File: config.mk
export PLATFORM = sky130hd
export DESIGN_NAME = prog_loader_flat
export DESIGN_NICKNAME = d
export VERILOG_FILES = /design/src/rtl/prog_loader_if.sv /design/src/rtl/prog_loader.sv /design/src/flat_wrapper.sv
export SDC_FILE = /design/constraint.sdc
export NUM_CORES = 1
export LEC_CHECK = 0
export ABC_AREA = 1
export CAP_MARGIN = 25
export CORE_ASPECT_RATIO = 2
export CORE_MARGIN = 3
export CORE_UTILIZATION = 45
export DETAILED_ROUTE_END_ITERATION = 8
export GPL_TIMING_DRIVEN = 0
export PLACE_DENSITY_LB_ADDON = 0.2
export SLEW_MARGIN = 15
export SYNTH_ARGS = -nofsm -noshare
export SYNTH_HDL_FRONTEND = slang
export SYNTH_SLANG_ARGS = --single-unit
File: constraint.sdc
create_clock -name clk -period 4.3 [get_ports clk]
set_input_delay 0.86 -clock clk [delete_from_list [all_inputs] [get_ports clk]]
set_output_delay 0.86 -clock clk [all_outputs]
set_load 0.01 [all_outputs]
File: src/rtl/prog_loader_if.sv
// prog_loader_if: serial input plus program-memory write and load status bundle
interface prog_loader_if;
  logic rx;
  logic prog_we;
  logic [10:0] prog_addr;
  logic [13:0] prog_data;
  logic cpu_rst;
  logic busy;
  logic done;
  logic err;
  modport master (input rx, output prog_we, prog_addr, prog_data, cpu_rst, busy, done, err);
  modport slave (output rx, input prog_we, prog_addr, prog_data, cpu_rst, busy, done, err);
endinterface

File: src/rtl/prog_loader.sv
// prog_loader: UART 8N1 bootloader writing a checksummed word frame into program memory
module prog_loader #(
  parameter int CLKS_PER_BIT = 434
) (
  input logic clk,
  input logic rst,
  prog_loader_if.master bus
);
  localparam logic [11:0] FULL = 12'(CLKS_PER_BIT - 1);
  localparam logic [11:0] HALF = 12'(CLKS_PER_BIT / 2 - 1);
  typedef enum logic [1:0] {R_IDLE, R_START, R_DATA, R_STOP} rstate_t;
  typedef enum logic [2:0] {IDLE, CNT_H, CNT_L, DATA_H, DATA_L, CHK, DONE, ERROR} state_t;
  logic rx_s1, rx_s2, rx_d;
  rstate_t rs;
  logic [11:0] tick;
  logic [2:0] nbit;
  logic [7:0] shreg;
  logic byte_ok, frame_err;
  state_t st;
  logic [3:0] cnt_h;
  logic [5:0] hi;
  logic [11:0] n, wcnt, n_next;
  logic [7:0] sum;
  always_comb n_next = {cnt_h, shreg};
  always_ff @(posedge clk or posedge rst)
    if (rst) begin
      {rx_s1, rx_s2, rx_d} <= 3'b111;
      rs <= R_IDLE;
      tick <= '0;
      nbit <= '0;
      shreg <= '0;
      byte_ok <= 1'b0;
      frame_err <= 1'b0;
    end else begin
      rx_s1 <= bus.rx;
      rx_s2 <= rx_s1;
      rx_d <= rx_s2;
      byte_ok <= 1'b0;
      frame_err <= 1'b0;
      tick <= tick + 12'd1;
      case (rs)
        R_IDLE: begin
          tick <= '0;
          if (rx_d && !rx_s2) rs <= R_START;
        end
        R_START: if (tick == HALF) begin
          tick <= '0;
          nbit <= '0;
          rs <= rx_s2 ? R_IDLE : R_DATA;
        end
        R_DATA: if (tick == FULL) begin
          tick <= '0;
          shreg <= {rx_s2, shreg[7:1]};
          nbit <= nbit + 3'd1;
          if (nbit == 3'd7) rs <= R_STOP;
        end
        R_STOP: if (tick == FULL) begin
          rs <= R_IDLE;
          byte_ok <= rx_s2;
          frame_err <= !rx_s2;
        end
      endcase
    end
  always_ff @(posedge clk or posedge rst)
    if (rst) begin
      st <= IDLE;
      cnt_h <= '0;
      hi <= '0;
      n <= '0;
      wcnt <= '0;
      sum <= '0;
      bus.prog_we <= 1'b0;
      bus.prog_addr <= '0;
      bus.prog_data <= '0;
      bus.cpu_rst <= 1'b0;
      bus.busy <= 1'b0;
      bus.done <= 1'b0;
      bus.err <= 1'b0;
    end else begin
      bus.prog_we <= 1'b0;
      bus.done <= 1'b0;
      if (bus.prog_we) bus.prog_addr <= bus.prog_addr + 11'd1;
      if (st == DONE) st <= IDLE;
      else if (frame_err && st != IDLE && st != ERROR) begin
        st <= ERROR;
        bus.err <= 1'b1;
        bus.busy <= 1'b0;
      end else if (byte_ok) case (st)
        IDLE, ERROR: if (shreg == 8'hA5) begin
          st <= CNT_H;
          bus.cpu_rst <= 1'b1;
          bus.busy <= 1'b1;
          bus.err <= 1'b0;
          bus.prog_addr <= '0;
          sum <= '0;
        end
        CNT_H: begin
          cnt_h <= shreg[3:0];
          sum <= sum + shreg;
          st <= CNT_L;
        end
        CNT_L: begin
          sum <= sum + shreg;
          n <= n_next;
          wcnt <= '0;
          if (n_next == 12'd0 || n_next > 12'd2048) begin
            st <= ERROR;
            bus.err <= 1'b1;
            bus.busy <= 1'b0;
          end else st <= DATA_H;
        end
        DATA_H: begin
          hi <= shreg[5:0];
          sum <= sum + shreg;
          st <= DATA_L;
        end
        DATA_L: begin
          bus.prog_data <= {hi, shreg};
          bus.prog_we <= 1'b1;
          sum <= sum + shreg;
          wcnt <= wcnt + 12'd1;
          st <= (wcnt + 12'd1 == n) ? CHK : DATA_H;
        end
        CHK: if (shreg == sum) begin
          st <= DONE;
          bus.done <= 1'b1;
          bus.busy <= 1'b0;
          bus.cpu_rst <= 1'b0;
        end else begin
          st <= ERROR;
          bus.err <= 1'b1;
          bus.busy <= 1'b0;
        end
        default: ;
      endcase
    end
endmodule
File: src/flat_wrapper.sv
// flat-port wrapper written by rule: the top's interface ports become plain ports
module prog_loader_flat 
#(
  parameter int CLKS_PER_BIT = 434
)
  (clk, rst, bus_rx, bus_prog_we, bus_prog_addr, bus_prog_data, bus_cpu_rst, bus_busy, bus_done, bus_err);
  prog_loader_if bus_i ();
  input logic clk;
  input logic rst;
  input wire logic [$bits(bus_i.rx)-1:0] bus_rx;
  output wire logic [$bits(bus_i.prog_we)-1:0] bus_prog_we;
  output wire logic [$bits(bus_i.prog_addr)-1:0] bus_prog_addr;
  output wire logic [$bits(bus_i.prog_data)-1:0] bus_prog_data;
  output wire logic [$bits(bus_i.cpu_rst)-1:0] bus_cpu_rst;
  output wire logic [$bits(bus_i.busy)-1:0] bus_busy;
  output wire logic [$bits(bus_i.done)-1:0] bus_done;
  output wire logic [$bits(bus_i.err)-1:0] bus_err;
  assign bus_i.rx = bus_rx;
  assign bus_prog_we = bus_i.prog_we;
  assign bus_prog_addr = bus_i.prog_addr;
  assign bus_prog_data = bus_i.prog_data;
  assign bus_cpu_rst = bus_i.cpu_rst;
  assign bus_busy = bus_i.busy;
  assign bus_done = bus_i.done;
  assign bus_err = bus_i.err;
  prog_loader #(.CLKS_PER_BIT(CLKS_PER_BIT)) u_core (.clk(clk), .rst(rst), .bus(bus_i));
endmodule
# == Word level (Yosys, flattened, before mapping) ==
# Cells that the tools add are included.
# classes
muxes,56
n_mul,0
addsub,5
reduce_logical,32
bitwise,2
n_shift,0
n_lt_le_gt_ge,1
div,0
eq_ne,28
# op_table
cell,n
11-bit 2-to-1 mux,6
12-bit one-hot mux with 3 select lines,1
12-bit by 1-bit adder with 12-bit output (second input constant),2
1-bit 2-to-1 mux,24
12-bit 2-to-1 mux,2
3-bit 2-to-1 mux,8
12-bit one-hot mux with 2 select lines,1
4-bit AND reduction,5
3-bit one-hot mux with 6 select lines,1
8-bit one-hot mux with 2 select lines,1
3-bit equality test (second input constant),5
5-bit AND reduction,3
2-bit by 1-bit != test with 1-bit output (second input constant),7
12-bit equality test,1
12-bit by 8-bit equality test with 1-bit output (second input constant),1
12-bit by 9-bit equality test with 1-bit output (second input constant),1
12-bit greater-than comparator (second input constant),1
12-bit zero test,1
2-bit 2-to-1 mux,6
6-bit AND reduction,2
11-bit by 1-bit adder with 11-bit output (second input constant),1
2-bit nonzero test,5
8-bit adder,1
8-bit equality test,1
other kinds (28),37
# totals
output_inout_bits,30
latchBits,0
ram_bits,0
romBits,0
word_cells,146
n_memories,0
reg_bits,105
input_bits,3

# == Longest topological paths before layout ==
# Gate-level depths: netlist (run 1).
# depth
depth_word,7
depth_mapped,16
ltp_nobuf,16

# == Worst setup path after synthesis (run 1) ==
# No wires, ideal clock.
# synth_timing
path_kind,register to register
from,register u_core.shreg[0]
to,register u_core.sum[6]
setup_ps,121
synth_period_minus_slack_ps,1750
stages_incl_launch_ff,10
path_slack_ps,2550
path_buffers,0
t_arrival_ps,1628
path_cell_list,dfrtp_1 -> ha_1 -> inv_1 -> fa_1 -> o21ai_0 -> nand2_1 -> nand2_1 -> a21oi_1 -> xor2_1 -> o21ai_2
# synth_between
elab_chain_cells,3
elab_cells_between_ends,5
# synth_lines
element,line,rtl
start: declaration,prog_loader.sv:17,logic [7:0] shreg;
start signal: assignment,prog_loader.sv:53,"shreg <= {rx_s2, shreg[7:1]};"
"parallel branches: the longest is 3 deep, another holds 8-bit adder",-,
end signal: assignment,prog_loader.sv:99,sum <= sum + shreg;
end signal: assignment,prog_loader.sv:103,sum <= sum + shreg;
end signal: assignment,prog_loader.sv:114,sum <= sum + shreg;
end: declaration,prog_loader.sv:23,logic [7:0] sum;
# Parallel ways; which one is timed is not known.
# A chain may end at the register's enable or synchronous reset.

# == Worst setup path after layout (run 1) ==
# layout_timing
from,register u_core.bus.prog_we
to,output bus_prog_we
# layout_lines
element,line,rtl
start: declaration,prog_loader_if.sv:11,"modport master (input rx, output prog_we, prog_addr, prog_data, cpu_rst, busy, done, err);"
start signal: assignment,prog_loader.sv:72,bus.prog_we <= 1'b0;
start signal: assignment,prog_loader.sv:80,bus.prog_we <= 1'b0;
start signal: assignment,prog_loader.sv:119,bus.prog_we <= 1'b1;
end: declaration,flat_wrapper.sv:11,output wire logic [$bits(bus_i.prog_we)-1:0] bus_prog_we;
# No word-level cell between the ends.

==> flow_summary.ini, run 1 <==
[sta]
finalHoldViolCount = 0
slew_headroom = 0.553
layout_setup_ws_ps = 2080
fmax_mhz = 451
rsz0062_at_grt = no
tightest_slew_ps = 665
setup-violations-final = 0
min_period_over_period = 0.515
fin_skew_ps = 9.37
holdWs_ps = 358
min_period_ps = 2220
slew_viol_final = 0

[route]
dr_wl_met2_mm = 6.95
vias = 4641
antenna_left = 0
detail_route.wl_per_cell_um = 14.9
drt_iter0_drc = 315
dr.pass1.iters = 5
routed_wl_mm = 13.0
dr_wl_met3_um = 321
routed_via_density = 5.31
top_layer_used = met4
drc = 0
m1WireLength_mm = 4.90

[setup_path]
crit_buf_inv = 1
crit_family = buffers and inverters
critPathSlowestCell = clkdlybuf4s50_1
critPathMaxStageDelay_ps = 570
r2r-start = u_core.wcnt[1]
critPathMaxFanout = 4
critPathKind = register to output pin
reg2regPathDepth = 14
crit_chain = clkdlybuf4s50_1
ff2ff_setup_slack_ps = 2170
crit_path_start = u_core.bus.prog_we
reg2reg_to = u_core.st[1]
crit_required_ps = 3440
arrival_ps = 1360
startpoint_type = register
endpoint_kind = output pin

[cts]
h-tree-depth = 3
cts_root_buf = clkbuf_16
hold_buffers = 0
clkSlewWorstSetupHoldPaths_ps = 80
clock_latency_ps = 350
cts_buffers = 9
postCtsSetupRepairBufs = 0
clkSinkCount = 105
cts_max_path_buffers = 2
cts_tree = built
cts_resized = 0

[floorplan]
die_y_um = 162
core_um2 = 11800
num_rows = 56
fp.dieW_um = 84.1
die_area_um2 = 13600
initial_core_util = 0.463
io_pins = 33

[hold_path]
min_to = u_core.rx_s2
holdCritPathClass = register to register
hold_path_depth = 0
hold_start = u_core.rx_s1

[global_routing]
grt_overflow = 0
grt_pass1_vias = 4782
grt_max_degree = 86
grt_pass1_wl_mm = 21.7
grt_util_all_layers = 0.199
antenna_found_initial = 0

[logic_synthesis]
synthCells = 680
synth-edff-count = 0
syn_nets = 703
yosys.cell_types.count = 45
ys_warn_count = 0
avgSynthCellArea_um2 = 8.06
synth.largest_area_cell = dfrtp_1
synthFlopType = dfrtp_1
yosysSeqAreaShare = 0.480
synth_seq_cells = 105
yosys-top-cells-area = dfrtp_1 47%, nand2_1 13%, inv_1 6.2%
synth_async_sr_flop_share = 1.00
syn_area_um2 = 5480
yosys.area.top_type_share = 0.466

[placement]
postPlaceCellArea_um2 = 6020
gp_congestion = 0.898
pre_cts_slack_ps = 2190
port-buffer-count = 32
hpwlAfterDp_mm = 9.95

[layout]
synthToLayoutAreaGrowth_pct = 15.0
fin_area_um2 = 6300
nNetsFinal = 747
antenna_cells = 0
drive_above_1_share = 0.0850

[power_and_ir_drop]
p_total_mw = 2.08
power_leakage_nw = 3.02
vdd_drop_max_uv = 294
p_per_area_nw_per_um2 = 330

[job]
cap_violations = 0

[run_status]
outcome = finished clean
==> metal layers <==
layer / global-route usage / up-vias
met2: 0.364 / 103
li1: - / 2285
met3: 0.0274 / 54
met4: 0.143 / 0
met1: 0.203 / 2199
met5: 0 / -
==> per-stage QoR <==
stage / TNS, ps / cells / util
after global placement: -87450 / 857 / 0.505
after floorplan: 0 / 680 / -
after global routing: 0 / 874 / 0.532
after CTS: 0 / 874 / 0.532
after detailed placement: 0 / 858 / 0.508
final: 0 / 874 / 0.532
==> cell usage after synthesis (2+ instances only) <==
cell	instances
o21ai_2	5
or2_2	5
nand3_1	47
nand2_2	3
o211ai_1	2
xnor2_1	7
nand2_4	2
ha_1	19
nor4_1	4
o2111ai_1	2
inv_1	90
clkbuf_1	4
inv_4	2
buf_2	7
xor2_1	7
o21a_1	2
nand4_1	14
o21ai_0	54
nand3b_1	9
dfstp_2	3
nor2_2	4
inv_2	7
o22ai_1	7
dfrtp_1	102
nand2_1	187
a21oi_1	14
nor2_1	44
nor3_1	10
==> registers in the layout (all words and copies together), names as in the netlist, 3 cells and up, named ones only <==
signal,cells
u_core.sum,8
u_core.shreg,8
u_core.tick,12
u_core.cnt_h,4
u_core.st,3
u_core.bus.prog_addr,11
u_core.bus.prog_data,14
u_core.nbit,3
u_core.n,12
u_core.wcnt,12
u_core.hi,6
==> area by class of cell <==
class	count	area [um2]
buffer	11	50.0
clock buffer	9	225
clock inverter	7	62.6
fill	1133	5540
inverter	99	382
multi-input combinational	465	2420
sequential	105	2630
tap	145	181
timing repair buffer	33	348
==> how the worst max path moves through the flow <==
stage	to	cells after the start
final	bus_prog_we	1
after global routing	u_core.st[1]	14
after CTS	bus_prog_addr[7]	1
after detailed placement	u_core.st[1]	14
after global placement	u_core.bus.busy	2
after floorplan	asynchronous set/reset pin	1
==> kinds of logic after synthesis <==
kind of cell	after synthesis	synth area share
and+or+nand+nor	333	0.267
xor gates and xnor gates	14	0.0224
DFF	105	0.480
muxes	1	0.00205
adders and majority gates	20	0.0470
buffers and inverters	110	0.0778
AOI/OAI and AO/OA	97	0.104
==> report_power, final <==
group / internal, mW / leakage [nW] / switching [mW]
combinational: 0.0799 / 1.44 / 0.154
sequential: 1.02 / 1.45 / 0.0236
clock: 0.404 / 0.132 / 0.402
total: 1.50 / 3.02 / 0.580
==> placed cells by master, fill, tap and decap left out, types with 2 or more instances in the layout <==
cell type / count
inv_6: 2
clkbuf_16: 9
o21ai_2: 5
inv_8: 2
nand2_2: 3
inv_2: 7
ha_1: 19
nand2_1: 187
nor3_1: 10
dfrtp_1: 102
inv_1: 89
o22ai_1: 7
nor2_1: 44
a21oi_1: 14
nand2_4: 2
xnor2_1: 7
xor2_1: 7
nand4_1: 14
clkinvlp_4: 3
buf_2: 7
clkdlybuf4s50_1: 32
o211ai_1: 2
dfstp_2: 3
nor2_2: 4
inv_4: 2
nor4_1: 4
o2111ai_1: 2
o21a_1: 2
o21ai_0: 54
nand3b_1: 9
clkbuf_1: 4
or2_2: 5
nand3_1: 47
No activity file was read; power rests on OpenSTA's default activity.
==> run 2, diff against run 1 <==
Clock period 4.3 ns to 1.91 ns, I/O delays scaled along.
==> run 2 against run 1 <==
Net effect: final cell count grew 1.5%; hold slack got worse by 1.2 ps; critical path depth increased by 13; register-to-register slack worse by 2100 ps; power rose by 130%; cell area grew 5.5%; largest power group unchanged.
==> flow_summary.ini, run 2 (same netlist as run 1, synthesis figures left out) <==
[layout]
drive_above_1_share = 0.168
final_util = 0.562
largest_reg_flops = 14
regMostFlops = u_core.bus.prog_data
nNetsFinal = 760
layout_common_cells = 182 x nand2_1, 91 x dfrtp_1, 85 x inv_1, 51 x o21ai_0, 44 x nand3_1
fill_cells = 1056
final_common_cell = nand2_1
final_cells = 887
synthToLayoutAreaGrowth_pct = 21.3
antenna_cells = 0

[placement]
gp_congestion = 0.908
place_inst = 860
hpwlAfterDp_mm = 10.1
pre_cts_slack_ps = -201
port-buffer-count = 32

[global_routing]
grt_pass1_vias = 4751
antenna_found_initial = 0
grt_util_all_layers = 0.205
grt_max_degree = 38
grt_pass1_wl_mm = 22.1
grt_overflow = 0

[hold_path]
holdCritPathClass = input pin to asynchronous set/reset pin

[cts]
cts_max_path_buffers = 2
cts_buffers = 9
hold_buffers = 0
cts_tree = built
h-tree-depth = 3
clkSlewWorstSetupHoldPaths_ps = 70
cts_root_buf = clkbuf_16
clkSinkCount = 105
clock_latency_ps = 350

[run_status]
outcome = finished clean

[route]
antenna_left = 0
drc = 0
drt_iter0_drc = 221
detail_route.wl_per_cell_um = 15.3
vias = 4685
routed_via_density = 5.28
dr.pass1.iters = 4
routed_wl_mm = 13.5

[floorplan]
core_um2 = 11800
num_rows = 56
die_area_um2 = 13600
die_y_um = 162
initial_core_util = 0.463
fp.dieW_um = 84.1
io_pins = 33

[sta]
slew_viol_final = 0
final.setup.tns_ps = 0
finalHoldViolCount = 0
min_period_ps = 1870
fin_skew_ps = 11.2
slew_headroom = 0.719
rsz0062_at_grt = yes
min_period_over_period = 0.977
holdWs_ps = 356
layout_setup_ws_ps = 44.7
setup-violations-final = 0
fmax_mhz = 536
tightest_slew_ps = 421

[setup_path]
critPathKind = register to register
startpoint_type = register
crit_required_ps = 2160
reg2regPathDepth = 14
critPathMaxFanout = 6
endpoint_kind = register
arrival_ps = 2120

[power_and_ir_drop]
p_per_area_nw_per_um2 = 715
power_leakage_nw = 3.11
vdd_drop_max_uv = 533

[job]
cap_violations = 0
## run 2: cell count changes in the layout (fill, tap and decap cells not counted), moves of 5 or more
cell / change
ha_2: +5
nor2_1: -12
dfrtp_1: -11
ha_1: -7
buf_4: +12
nor2_4: +8
nand2_1: -5
dfrtp_2: +11
## run 2: power by group
group,internal [mW],switching [mW]
Clock,0.898,0.852
Combinational,0.247,0.408
Sequential,2.29,0.0554
Total,3.44,1.32
## run 2: worst paths after layout
check                                     endpoint            from  slack, ps
hold reg to reg                       u_core.rx_s2    u_core.rx_s1        360
setup / recovery                      u_core.st[1]  u_core.wcnt[1]         40
hold / removal             u_core.bus.prog_data[1]             rst        360
setup reg to reg                      u_core.st[1]  u_core.wcnt[1]         40
min in group clk                      u_core.rx_s2    u_core.rx_s1        360
max in group asynchronous              u_core.rx_d             rst        780
## run 2: routing by layer
layer / GRT usage / up-vias / wire [um] / share of wire
met3: 0.0259 / 53 / 245 / 0.018
li1: - / 2312 / - / -
met5: 0 / - / 0 / 0
met1: 0.210 / 2234 / 5050 / 0.37
met4: 0.146 / 0 / 849 / 0.063
met2: 0.374 / 86 / 7400 / 0.55
## run 2: area by class of cell
cell class | count | area (um2) | share of cell area
Sequential cell | 105 | 2650 | 0.398
Multi-Input combinational cell | 465 | 2630 | 0.396
Timing Repair Buffer | 46 | 463 | 0.0696
Inverter | 99 | 385 | 0.0579
Clock buffer | 11 | 233 | 0.0350
Tap cell | 145 | 181 | 0.0273
Buffer | 11 | 70.1 | 0.0105
Clock inverter | 5 | 41.3 | 0.00621
## run 2: critical path, stage by stage, from the launching register on
cell,delay [ps]
dfrtp_2,420
buf_4,130
nand2_2,70
nor2_4,210
nand3_2,110
nand3b_1,90
nand2_1,50
nor2_1,100
nand2_1,100
nor2_4,160
nand2_1,70
nand2_1,60
nand3_1,80
nand2_1,70
nand2_1,40
## run 2: repair_timing
item / in CTS / in global routing
setup endpoints to repair: 42 / 70
pin swaps: 0 / 16
setup buffers: 1 / 10
gates resized for setup: 18 / 61
## run 2: per-stage QoR
step,instance area (um2),total power [mW]
5_1_grt,6650,4.96
4_1_cts,6380,4.70
3_5_place_dp,6050,2.92
6_report,6650,4.75
3_3_place_gp,5990,2.88
2_1_floorplan,5490,2.76
==> run 3, diff against run 2 <==
Settings changed: CORE_UTILIZATION 45 to 40.
Clock period 1.91 ns to 1.73 ns, I/O delays scaled along.
==> run 3 against run 2 <==
Net effect: the flow now finishes with violations (setup timing); global-route usage decreased by 1.5 points; via count increased by 2.7%; cell area up 8.3%; wire length grew 4.1%; hold slack got worse by 85 ps; sequential cell count stayed put; critical path type unchanged; critical endpoint unchanged.
==> flow_summary.ini, run 3 (same netlist as run 1, synthesis figures left out) <==
[route]
vias = 4813
drc = 0
routed_wl_mm = 14.1
dr.pass1.iters = 5
drt_iter0_drc = 242
antenna_left = 0
detail_route.wl_per_cell_um = 15.3
routed_via_density = 5.22

[placement]
gp_congestion = 0.872
place_inst = 867
hpwlAfterDp_mm = 10.3
port-buffer-count = 32

[layout]
final_cells = 922
regMostFlops = u_core.bus.prog_data
layout_common_cells = 174 x nand2_1, 86 x dfrtp_1, 76 x inv_1, 49 x o21ai_0, 41 x nand3_1
largest_reg_flops = 14
nNetsFinal = 788
final_common_cell = nand2_1
antenna_cells = 0
synthToLayoutAreaGrowth_pct = 31.4
drive_above_1_share = 0.257

[power_and_ir_drop]
p_per_area_nw_per_um2 = 808
vdd_drop_max_uv = 682
power_leakage_nw = 3.37

[sta]
min_period_over_period = 1.05
setup-violations-final = 13
layout_setup_ws_ps = -94.3
finalHoldViolCount = 0
fmax_mhz = 548
fin_skew_ps = 10.5
rsz0062_at_grt = yes
slew_viol_final = 0
holdWs_ps = 272
slew_headroom = 0.780
tightest_slew_ps = 329
min_period_ps = 1820

[cts]
clkSinkCount = 105
h-tree-depth = 3
clkSlewWorstSetupHoldPaths_ps = 80
cts_root_buf = clkbuf_16
clock_latency_ps = 350
cts_tree = built
cts_max_path_buffers = 2
cts_buffers = 9

[global_routing]
grt_util_all_layers = 0.189
antenna_found_initial = 0
grt_overflow = 0
grt_max_degree = 35
grt_pass1_vias = 4763
grt_pass1_wl_mm = 22.3

[setup_path]
path_common_cell = nand2_1
endpoint_kind = register
critPathMaxFanout = 5
critPathKind = register to register
reg2regPathDepth = 14
reg2reg_to = u_core.st[1]
critPathMaxStageDelay_ps = 450
startpoint_type = register
r2r-start = u_core.wcnt[1]
crit_required_ps = 1970
arrival_ps = 2070
crit_chain = ha_4 > nand3_1 > o21bai_1 > nand2_1 > nand2_1 > nand2_1 > nor2_1 > nand2_1 > nor2_4 > nand2_1 > nand2_1 > nand3_1 > nand2_1 > nand2_1
ff2ff_setup_slack_ps = -90
critPathSlowestCell = dfrtp_2

[floorplan]
io_pins = 33
initial_core_util = 0.415
die_area_um2 = 15200
core_um2 = 13200
fp.dieW_um = 88.8
num_rows = 59
die_y_um = 172

[job]
cap_violations = 0

[hold_path]
holdCritPathClass = input pin to asynchronous set/reset pin

[run_status]
violations = setup timing
outcome = finished with violations
[run 3: changes by cell type in the layout (fill, tap and decap cells not counted), moves of 5 or more]
cell / change
buf_4: +26
inv_1: -9
nand2_1: -8
nand2_2: +8
buf_6: +7
inv_2: +7
nor2_1: -6
dfrtp_1: -5
dfrtp_2: +5
[run 3: metal layers]
metal  track usage  up-vias  routed length, um
met5             0        -                  0
met4         0.100        0                615
met3        0.0331       44                285
met2         0.357       87               8090
met1         0.188     2318               5120
li1              -     2364                  -
[run 3: cell type report]
cell class	instances	area, um2
multi-input combinational	465	2820
tap	152	190
buffer	10	82.6
inverter	99	395
sequential	105	2650
clock inverter	7	135
clock buffer	9	225
timing repair buffer	75	703
fill	1181	6010
[run 3: stage by stage]
| step | power (mW) | worst slack, ps | utilization | TNS [ps] | instance area (um2) |
|---|---|---|---|---|---|
| global placement | 3.18 | -959 | 0.454 | -108110 | 6000 |
| finish | 5.82 | -94.3 | 0.545 | -496 | 7200 |
| global route | 6.08 | -228 | 0.545 | -2510 | 7200 |
| detailed placement | 3.23 | -379 | 0.458 | -11670 | 6060 |
| CTS | 5.77 | -123 | 0.511 | -870 | 6760 |
| floorplan | 3.05 | 33.4 | - | 0 | 5490 |
[run 3: worst max path at each step]
stage	cells after the start	slack, ps	endpoint	from
CTS	14	-120	u_core.st[1]	u_core.wcnt[0]
floorplan	9	30	u_core.sum[6]	u_core.shreg[0]
detailed placement	14	-380	u_core.st[1]	u_core.wcnt[0]
finish	14	-90	u_core.st[1]	u_core.wcnt[1]
global placement	2	-960	u_core.bus.busy	rst
global route	14	-230	u_core.st[1]	u_core.wcnt[1]
[run 3: critical path, delay by kind of cell, from the launching register on]
family | cells | cell delay, ps
and+or+nand+nor | 12 | 920
DFF | 1 | 450
AOI/OAI and AO/OA | 1 | 180
adders and majority gates | 1 | 170
[run 3: report_power, final]
group,switching [mW],total (mW),internal (mW)
combinational,0.468,0.800,0.332
clock,0.982,2.43,1.45
sequential,0.0623,2.59,2.53
total,1.51,5.82,4.31
[run 3: what timing repair did]
action	4_1_cts	5_1_grt
resized for setup	62	93
pin swaps	17	21
endpoints found under the setup margin	77	94
buffers inserted	16	24
hold buffers	0	0
